==> config.mk <==
export PLATFORM = sky130hd
export DESIGN_NAME = input_conditioner_flat
export DESIGN_NICKNAME = d
export VERILOG_FILES = /design/src/rtl/input_conditioner_if.sv /design/src/rtl/input_conditioner.sv /design/src/flat_wrapper.sv
export SDC_FILE = /design/constraint.sdc
export NUM_CORES = 1
export LEC_CHECK = 0
export CELL_PAD_IN_SITES_DETAIL_PLACEMENT = 0
export CELL_PAD_IN_SITES_GLOBAL_PLACEMENT = 2
export CORE_MARGIN = 2
export CORE_UTILIZATION = 30
export DETAILED_ROUTE_END_ITERATION = 16
export GPL_ROUTABILITY_DRIVEN = 0
export PLACE_DENSITY = 0.62
export SLEW_MARGIN = 20
export SYNTH_ARGS = -nofsm -noshare
export SYNTH_HDL_FRONTEND = slang
export SYNTH_SLANG_ARGS = --single-unit
==> constraint.sdc <==
create_clock -name CLK100MHZ -period 4.8 [get_ports CLK100MHZ]
set_input_delay 0.96 -clock CLK100MHZ [delete_from_list [all_inputs] [get_ports CLK100MHZ]]
set_output_delay 0.96 -clock CLK100MHZ [all_outputs]
set_load 0.02 [all_outputs]
==> src/rtl/input_conditioner_if.sv <==
// Pad-side and ALU-side buses of the input conditioner, bundled as one port.
// master: the board/bench side that drives pads and consumes the pulses.
// slave:  the conditioner itself.
interface input_conditioner_if #(
  parameter int CANT_SWITCHES = 4,
  parameter int CANT_BOTONES  = 4
);
  logic [CANT_SWITCHES-1:0] i_switch;
  logic [CANT_BOTONES-1:0]  i_boton;
  logic [CANT_BOTONES-1:0]  o_enable;
  logic [CANT_SWITCHES-1:0] o_switch;

  modport master (
    output i_switch,
    output i_boton,
    input  o_enable,
    input  o_switch
  );

  modport slave (
    input  i_switch,
    input  i_boton,
    output o_enable,
    output o_switch
  );
endinterface

==> src/rtl/input_conditioner.sv <==
// Input conditioner: synchronises switch/button pads, debounces each button
// independently and turns every accepted press into a one-cycle, one-hot
// enable pulse together with a switch snapshot for the ALU.

// One button lane: 2-flop synchroniser plus debounce FSM. 'accept' is high
// for exactly the cycle in which the FSM moves PRESS_WAIT -> PRESSED, so the
// pending bit upstream is set on that same edge.
module input_conditioner_lane #(
  parameter int DEBOUNCE_CYCLES = 1000000
) (
  input  logic CLK100MHZ,
  input  logic i_reset,
  input  logic boton,
  output logic accept
);
  localparam int CW = (DEBOUNCE_CYCLES > 1) ? $clog2(DEBOUNCE_CYCLES) : 1;
  localparam logic [CW-1:0] CNT_LAST = CW'(DEBOUNCE_CYCLES - 1);

  typedef enum logic [1:0] {
    IDLE         = 2'd0,
    PRESS_WAIT   = 2'd1,
    PRESSED      = 2'd2,
    RELEASE_WAIT = 2'd3
  } state_t;

  logic    [1:0]    sync;
  logic             s;
  state_t           state, state_n;
  logic    [CW-1:0] cnt, cnt_n;

  assign s = sync[1];

  // Two-flop synchroniser for the raw, asynchronous button pad.
  always_ff @(posedge CLK100MHZ or negedge i_reset) begin
    if (!i_reset) sync <= 2'b00;
    else          sync <= {sync[0], boton};
  end

  // Debounce state and counter registers.
  always_ff @(posedge CLK100MHZ or negedge i_reset) begin
    if (!i_reset) begin
      state <= IDLE;
      cnt   <= '0;
    end else begin
      state <= state_n;
      cnt   <= cnt_n;
    end
  end

  // Next-state logic; the input must hold steady for DEBOUNCE_CYCLES cycles
  // in either direction before the FSM commits. A re-press during the release
  // wait drops straight back to PRESSED without raising a new event.
  always_comb begin
    state_n = state;
    cnt_n   = cnt;
    accept  = 1'b0;
    unique case (state)
      IDLE: begin
        if (s) begin
          state_n = PRESS_WAIT;
          cnt_n   = '0;
        end
      end
      PRESS_WAIT: begin
        if (!s) begin
          state_n = IDLE;
        end else if (cnt == CNT_LAST) begin
          state_n = PRESSED;
          accept  = 1'b1;
        end else begin
          cnt_n = cnt + 1'b1;
        end
      end
      PRESSED: begin
        if (!s) begin
          state_n = RELEASE_WAIT;
          cnt_n   = '0;
        end
      end
      RELEASE_WAIT: begin
        if (s) begin
          state_n = PRESSED;
        end else if (cnt == CNT_LAST) begin
          state_n = IDLE;
        end else begin
          cnt_n = cnt + 1'b1;
        end
      end
      default: begin
        state_n = IDLE;
        cnt_n   = '0;
      end
    endcase
  end
endmodule

module input_conditioner #(
  parameter int CANT_SWITCHES   = 4,
  parameter int CANT_BOTONES    = 4,
  parameter int DEBOUNCE_CYCLES = 1000000
) (
  input  logic                CLK100MHZ,
  input  logic                i_reset,
  input_conditioner_if.slave  bus
);
  logic [CANT_SWITCHES-1:0] sw_meta, sw_sync;
  logic [CANT_BOTONES-1:0]  boton;
  logic [CANT_BOTONES-1:0]  accept;
  logic [CANT_BOTONES-1:0]  pending;
  logic [CANT_BOTONES-1:0]  grant;
  logic [CANT_BOTONES-1:0]  enable_q;
  logic [CANT_SWITCHES-1:0] switch_q;

  assign boton        = bus.i_boton;
  assign bus.o_enable = enable_q;
  assign bus.o_switch = switch_q;

  // Switches are level signals read only at pulse time: synchronise, no debounce.
  always_ff @(posedge CLK100MHZ or negedge i_reset) begin
    if (!i_reset) begin
      sw_meta <= '0;
      sw_sync <= '0;
    end else begin
      sw_meta <= bus.i_switch;
      sw_sync <= sw_meta;
    end
  end

  // One independent debounce lane per button.
  for (genvar g = 0; g < CANT_BOTONES; g++) begin : g_lane
    input_conditioner_lane #(
      .DEBOUNCE_CYCLES (DEBOUNCE_CYCLES)
    ) u_lane (
      .CLK100MHZ (CLK100MHZ),
      .i_reset   (i_reset),
      .boton     (boton[g]),
      .accept    (accept[g])
    );
  end

  // Lowest-index pending event wins; isolate it with the two's-complement trick.
  always_comb begin
    grant = pending & (~pending + CANT_BOTONES'(1));
  end

  // Arbiter stage: issue one event per cycle. New accepts are OR-ed in after
  // the grant is cleared so an event landing on the same edge is never lost.
  // The snapshot register only moves when a pulse is issued.
  always_ff @(posedge CLK100MHZ or negedge i_reset) begin
    if (!i_reset) begin
      pending  <= '0;
      enable_q <= '0;
      switch_q <= '0;
    end else begin
      pending  <= (pending & ~grant) | accept;
      enable_q <= grant;
      if (|pending) switch_q <= sw_sync;
    end
  end
endmodule

==> src/flat_wrapper.sv <==
// flat-port wrapper written by rule: the top's interface ports become plain ports
module input_conditioner_flat 
#(
  parameter int CANT_SWITCHES   = 4,
  parameter int CANT_BOTONES    = 4,
  parameter int DEBOUNCE_CYCLES = 1000000
)
  (CLK100MHZ, i_reset, bus_i_switch, bus_i_boton, bus_o_enable, bus_o_switch);
  input_conditioner_if #(.CANT_SWITCHES(CANT_SWITCHES), .CANT_BOTONES(CANT_BOTONES)) bus_i ();
  input  logic CLK100MHZ;
  input  logic i_reset;
  input wire logic [$bits(bus_i.i_switch)-1:0] bus_i_switch;
  input wire logic [$bits(bus_i.i_boton)-1:0] bus_i_boton;
  output wire logic [$bits(bus_i.o_enable)-1:0] bus_o_enable;
  output wire logic [$bits(bus_i.o_switch)-1:0] bus_o_switch;
  assign bus_i.i_switch = bus_i_switch;
  assign bus_i.i_boton = bus_i_boton;
  assign bus_o_enable = bus_i.o_enable;
  assign bus_o_switch = bus_i.o_switch;
  input_conditioner #(.CANT_SWITCHES(CANT_SWITCHES), .CANT_BOTONES(CANT_BOTONES), .DEBOUNCE_CYCLES(DEBOUNCE_CYCLES)) u_core (.CLK100MHZ(CLK100MHZ), .i_reset(i_reset), .bus(bus_i));
endmodule
==> qor.csv, run 1 <==
stage,metric,value,unit
synthesis,Mapped Nets,622,
clock_network,total CTS buffers,17,
flow_run,maxcap violations,0,
clock_network,post-CTS sizing,0,
die,Initial Utilization,30.7,%
critical_path,Critical Path Source Type,flip-flop,
timing,worst slew pin tran,903,ps
die,die area,0.0211,mm²
synthesis,Syn. warnings,0,
min_path,Min-Delay Path Class,flip-flop to flip-flop,
clock_network,root buf cell,clkbuf_16,
pwr,combinational share of power,5.1,%
synthesis,top-count cell post-synth,dfrtp_1,
route,drt first pass iters,5,
synthesis,number of enable flip-flop cells after synthesis,0,
final_layout,antenna cells,0,
route,vias,4768,
synthesis,area of the mapped netlist,0.00600,mm²
global_routing,largest net degree at the start of global routing,48,
clock_network,CTS H-Tree Depth,4,
synthesis,asr flop ratio synth,100,%
synthesis,leading area contributor after synthesis,dfrtp_1,
global_routing,vias in the first global route,4669,
timing,RSZ-0062 raised after global routing,false,
final_layout,fillcell total,1977,
synthesis,commonest cells in the netlist,"116 x dfrtp_1, 58 x nand2_1, 35 x nor2_1",
die,area of the core,0.0195,mm²
final_layout,fin nets,640,
pwr,Switching Fraction,24.6,%
pwr,leakage,2.87,nW
timing,clock skew,8.31,ps
synthesis,share of the synthesized area in the top cell type,48.4,%
clock_network,Clock Pin Slew Worst Setup and Hold Paths,60,ps
die,total I/O pin count,18,
final_layout,Post-Route Utilization,36.1,%
placed_design,Post-DP Area,0.00645,mm²
critical_path,Reg2Reg Setup Slack,2300,ps
clock_network,buffer count from post-CTS setup fixing,0,
clock_network,maximum clock path buffer count,2,
placed_design,DP HPWL,9.51,mm
synthesis,"Top FF cell, synth",dfrtp_1,
timing,Max-slew headroom,39.6,%
final_layout,fraction of layout cells with a size suffix above 1,10.5,%
synthesis,synth unique cells,62,
pwr,Final Power,2.51,mW
timing,final setup fails,0,
die,Die X,145,µm
synthesis,Synth area leaders,"dfrtp_1 48%, mux2i_1 3.7%, nand2_1 3.6%",
route,Detailed Route Iter0 Violations,293,
route,drt wl/cell,15.9,µm
die,Die Span Y,145,µm
pwr,worst IR drop on VDD,0.216,mV
final_layout,area grow syn2layout,17.6,%
pwr,NetSw,0.618,mW
synthesis,syn avg cell area,9.87,µm²
critical_path,"Max FO, Critical Path",15,
final_layout,post-route cell area,0.00706,mm²
critical_path,Critical Path AT,2800,ps
timing,Tcrit/Tclk final,52.1,%
synthesis,post-synthesis sequential area ratio,48.4,%
die,FP Rows,51,
route,DRC,0,
critical_path,Crit Path Category,flip-flop to flip-flop,
clock_network,Worst-Skew Late Latency,420,ps
timing,Achievable Freq,400,MHz
timing,Final Slew Violations,0,
pwr,Reg power frac,42.5,%
placed_design,Port Buffers,17,
pwr,pwr dens,355,mW/mm²
route,post-route ant nets,0,
pwr,clock group share of total power,52.4,%
pwr,internal cell power,1.89,mW
synthesis,Synth Register Bits,116,
timing,final hold vios,0,
global_routing,overall global routing resource usage,14.2,%
global_routing,grt ovf,0,
timing,Final TNS setup,0,ps
critical_path,Worst EP required,5100,ps
route,Total Wirelength,14.4,mm
clock_network,CTS tree,yes,
global_routing,first-pass GRT wire length,24.5,mm
critical_path,Critical Path End Type,flip-flop,
clock_network,# hold bufs at CTS,0,
clock_network,clock sinks,116,
synthesis,Synth Instances,608,
route,via-per-instance ratio,5.27,
global_routing,initial antenna violation count,0,
timing,min cycle time layout,2500,ps
outcome,outcome,"finished, final reports clean",
==> metal layers <==
layer	track usage (%)	wire [µm]	vias up
li1	-	-	2345
met2	23.0	6840	45
met4	4.07	134	0
met3	3.48	366	13
met5	0	0	-
met1	19.0	7030	2365
==> per-stage QoR <==
step	std cells	setup slack, ps	hold WS (ps)
finish	904	2300	347
global route	904	2170	358
CTS	904	2290	347
detailed placement	872	2300	335
global placement	872	2370	334
floorplan	608	2680	331
==> area by class of cell <==
class,instances,area [µm²],share of cell area (%)
clock buffer,18,429,6.08
clock inverter,14,178,2.52
inverter,18,67.6,0.957
multi-input combinational,449,2930,41.5
sequential,116,2900,41.1
tap,265,332,4.70
timing repair buffer,24,220,3.12
==> registers in the layout (all words and copies together), names as in the netlist, named ones only <==
name and cells:
u_core.bus.o_enable 4, u_core.g_lane.u_lane.state 4, u_core.pending 4, u_core.sw_sync 4
u_core.bus.o_switch 4, u_core.g_lane.u_lane.sync 8, u_core.g_lane.u_lane.cnt 80, u_core.sw_meta 4
==> worst max-delay path, stage by stage, from the launching register on <==
cell and delay [ps]:
dfrtp_1 400, ha_1 210, nand3_1 290, or4_4 670
o21ai_4 420, mux2_2 390
==> cell usage in the layout, fill, tap and decap left out, types with 5 or more instances in the layout <==
| cell type | count |
|---|---|
| nor2_1 | 35 |
| mux2_2 | 12 |
| nor3_1 | 16 |
| o21ai_0 | 32 |
| clkdlybuf4s50_1 | 16 |
| a211o_1 | 6 |
| or2_2 | 5 |
| o211ai_1 | 8 |
| a22o_1 | 12 |
| inv_1 | 17 |
| dfrtp_1 | 116 |
| a211oi_1 | 5 |
| o31ai_1 | 8 |
| mux2i_1 | 22 |
| nand2_1 | 58 |
| nand4_1 | 19 |
| or4_1 | 11 |
| or3_1 | 21 |
| nor4_1 | 11 |
| a21oi_1 | 29 |
| clkbuf_16 | 17 |
| buf_4 | 8 |
| xnor2_1 | 6 |
| and4_1 | 8 |
| nand2b_1 | 7 |
| and3_1 | 10 |
| nand3_1 | 30 |
| o2bb2ai_1 | 6 |
| a21o_1 | 5 |
==> cells by family after synthesis <==
family,share of synthesized area (%)
AO/OA/AOI/OAI,15.7
XOR/XNOR,1.61
adder cells (fa/ha/maj),0.834
buffers and inverters,2.96
flip-flops,48.4
multiplexers,6.30
AND/OR/NAND/NOR,24.2
==> power groups by stage <==
stage	registers [mW]	logic, mW	clock network (mW)
after floorplan	1.06	0.0878	0
after global placement	1.08	0.128	0
after detailed placement	1.08	0.131	0
after CTS	1.07	0.132	1.35
after global routing	1.08	0.146	1.39
final	1.07	0.128	1.31
==> worst paths after layout <==
| path | from | end | cells past startpoint |
|---|---|---|---|
| worst max-delay path | u_core.g_lane[3].u_lane.cnt[0]$_DFFE_PN0P_ | u_core.g_lane[3].u_lane.cnt[0]$_DFFE_PN0P_ | 5 |
| worst min-delay path | u_core.g_lane[2].u_lane.sync[0]$_DFF_PN0_ | u_core.g_lane[2].u_lane.sync[1]$_DFF_PN0_ | 0 |
| worst max register to register | u_core.g_lane[3].u_lane.cnt[0]$_DFFE_PN0P_ | u_core.g_lane[3].u_lane.cnt[0]$_DFFE_PN0P_ | 5 |
| worst min register to register | u_core.g_lane[2].u_lane.sync[0]$_DFF_PN0_ | u_core.g_lane[2].u_lane.sync[1]$_DFF_PN0_ | 0 |
| max in group asynchronous | i_reset | u_core.g_lane[3].u_lane.cnt[6]$_DFFE_PN0P_ | 2 |
| min in group asynchronous | i_reset | u_core.g_lane[3].u_lane.cnt[13]$_DFFE_PN0P_ | 1 |
Note: power is estimated with default switching activity, not from simulation.
==> run 2: changes to the inputs <==
--- a/config.mk
+++ b/config.mk
@@ -11,7 +11,7 @@
 export CORE_UTILIZATION = 30
 export DETAILED_ROUTE_END_ITERATION = 16
 export GPL_ROUTABILITY_DRIVEN = 0
-export PLACE_DENSITY = 0.62
+export PLACE_DENSITY = 0.64
 export SLEW_MARGIN = 20
 export SYNTH_ARGS = -nofsm -noshare
 export SYNTH_HDL_FRONTEND = slang
==> constraint.sdc (replaced) <==
create_clock -name CLK100MHZ -period 2.2 [get_ports CLK100MHZ]
set_input_delay 0.44 -clock CLK100MHZ [delete_from_list [all_inputs] [get_ports CLK100MHZ]]
set_output_delay 0.44 -clock CLK100MHZ [all_outputs]
set_load 0.02 [all_outputs]
==> qor.csv, run 2 (same netlist as run 1, synthesis figures left out) <==
stage,metric,value,unit
critical_path,"Critical Path, Cell by Cell",or4b_4 -> or4_4 -> nor3_4 -> mux2_1,
critical_path,"Largest stage delay, worst path",590,ps
timing,worst slew pin tran,500,ps
critical_path,"delay-heaviest family, CP",simple AND/OR/NAND/NOR gates,
timing,final hold vios,16,
global_routing,largest net degree at the start of global routing,39,
clock_network,Clock Pin Slew Worst Setup and Hold Paths,50,ps
critical_path,worst reg2reg startpoint,u_core.g_lane[1].u_lane.cnt[7]$_DFFE_PN0P_,
critical_path,Reg2Reg Setup Slack,70,ps
clock_network,maximum clock path buffer count,2,
critical_path,worst path buffer plus inverter count,0,
outcome,violated checks,hold timing,
clock_network,Worst-Skew Late Latency,410,ps
timing,RSZ-0062 raised after global routing,false,
timing,Max-slew headroom,66.7,%
die,area of the core,0.0195,mm²
die,die area,0.0211,mm²
clock_network,root buf cell,clkbuf_16,
global_routing,grt ovf,0,
clock_network,clock sinks,116,
die,total I/O pin count,18,
timing,Achievable Freq,470,MHz
final_layout,fraction of layout cells with a size suffix above 1,16.6,%
critical_path,Critical Path Source Type,flip-flop,
placed_design,Port Buffers,17,
critical_path,Crit Path Category,flip-flop to flip-flop,
critical_path,Critical Path End Type,flip-flop,
pwr,pwr dens,713,mW/mm²
critical_path,Critical Path AT,2410,ps
global_routing,first-pass GRT wire length,24.1,mm
clock_network,CTS H-Tree Depth,4,
global_routing,vias in the first global route,4695,
final_layout,fin nets,683,
final_layout,area grow syn2layout,22.9,%
timing,hold_ws,-7.29,ps
critical_path,Worst path depth,4,
die,Initial Utilization,30.7,%
global_routing,overall global routing resource usage,14.0,%
timing,Final Slew Violations,0,
clock_network,CTS tree,yes,
timing,final setup fails,0,
final_layout,antenna cells,0,
final_layout,Top reg by flops,u_core.g_lane.u_lane.cnt,
route,post-route ant nets,0,
timing,clock skew,9.51,ps
die,FP Rows,51,
die,Die X,145,µm
critical_path,Worst EP required,2490,ps
final_layout,"most common cell after layout, fill and taps aside",dfrtp_1,
timing,Final TNS setup,0,ps
timing,min cycle time layout,2130,ps
route,vias,4833,
die,Die Span Y,145,µm
clock_network,buffer count from post-CTS setup fixing,0,
outcome,outcome,finished with violations,
critical_path,R2R depth,4,
clock_network,# hold bufs at CTS,0,
pwr,worst IR drop on VDD,0.509,mV
route,DRC,0,
placed_design,DP HPWL,9.93,mm
route,via-per-instance ratio,5.10,
final_layout,max reg flops,80,
min_path,Min-Delay Path Class,primary input to async pin,
critical_path,"Slowest-stage cell, CP",or4_4,
final_layout,biggest regs,"u_core.g_lane.u_lane.cnt x80, u_core.g_lane.u_lane.sync x8",
route,Detailed Route Iter0 Violations,249,
flow_run,maxcap violations,0,
clock_network,total CTS buffers,17,
global_routing,initial antenna violation count,0,
clock_network,post-CTS sizing,0,
critical_path,Critical Path Source,u_core.g_lane[1].u_lane.cnt[7]$_DFFE_PN0P_,
timing,Tcrit/Tclk final,96.7,%
pwr,leakage,3.09,nW
placed_design,Placed Cells,915,
route,drt first pass iters,4,
final_layout,final std cells w/o fill,947,
final_layout,most frequent cells in the layout,"116 x dfrtp_1, 58 x nand2_1, 49 x buf_4",
route,Total Wirelength,14.3,mm
route,drt wl/cell,15.1,µm
critical_path,"Max FO, Critical Path",3,
[run 2: cell count changes in the layout (fill, tap and decap cells not counted), sizes merged]
cell / before / now
bufinv: 3 / 1
clkinv: 6 / 5
inv: 22 / 18
clkbuf: 18 / 23
clkinvlp: 1 / 3
buf: 8 / 51
[run 2: area by class of cell]
cell class	count	area (µm²)
Fill cell	1998	12200
Multi-Input combinational cell	449	2950
Sequential cell	116	2900
Timing Repair Buffer	67	559
Clock buffer	23	488
Tap cell	265	332
Clock inverter	9	77.6
Inverter	18	67.6
[run 2: worst min-delay path by stage]
stage	slack, ps	cells after the start	endpoint	from
after CTS	4	1	u_core.g_lane[3].u_lane.cnt[4]$_DFFE_PN0P_	i_reset
after global placement	330	0	u_core.sw_sync[2]$_DFF_PN0_	u_core.sw_meta[2]$_DFF_PN0_
after detailed placement	340	0	u_core.sw_sync[1]$_DFF_PN0_	u_core.sw_meta[1]$_DFF_PN0_
final	-7	1	u_core.g_lane[3].u_lane.cnt[12]$_DFFE_PN0P_	i_reset
after floorplan	140	0	async pin	i_reset
after global routing	20	1	u_core.g_lane[3].u_lane.cnt[1]$_DFFE_PN0P_	i_reset
[run 2: power breakdown]
group          switching [mW]  total [mW]  internal, mW
Combinational           0.179       0.317         0.138
Clock                   0.970        2.63          1.66
Sequential             0.0990        2.31          2.21
Total                    1.25        5.26          4.01
[run 2: per-stage QoR]
stage / total power [mW] / setup WS (ps) / utilization, % / area (µm²)
floorplan: 2.51 / 76.7 / - / 6000
global placement: 2.66 / 41.5 / 34.7 / 6790
detailed placement: 2.67 / 17.9 / 34.7 / 6790
CTS: 5.34 / 7.14 / 37.6 / 7350
global route: 5.50 / 11.7 / 37.8 / 7370
finish: 5.26 / 73.7 / 37.8 / 7370
[run 2: layer usage]
| layer | track usage [%] | wire length (µm) | vias to the layer above |
|---|---|---|---|
| met4 | 4.90 | 193 | 0 |
| met1 | 19.4 | 7270 | 2350 |
| met5 | 0 | 0 | - |
| li1 | - | - | 2411 |
| met2 | 22.0 | 6580 | 57 |
| met3 | 2.63 | 276 | 15 |
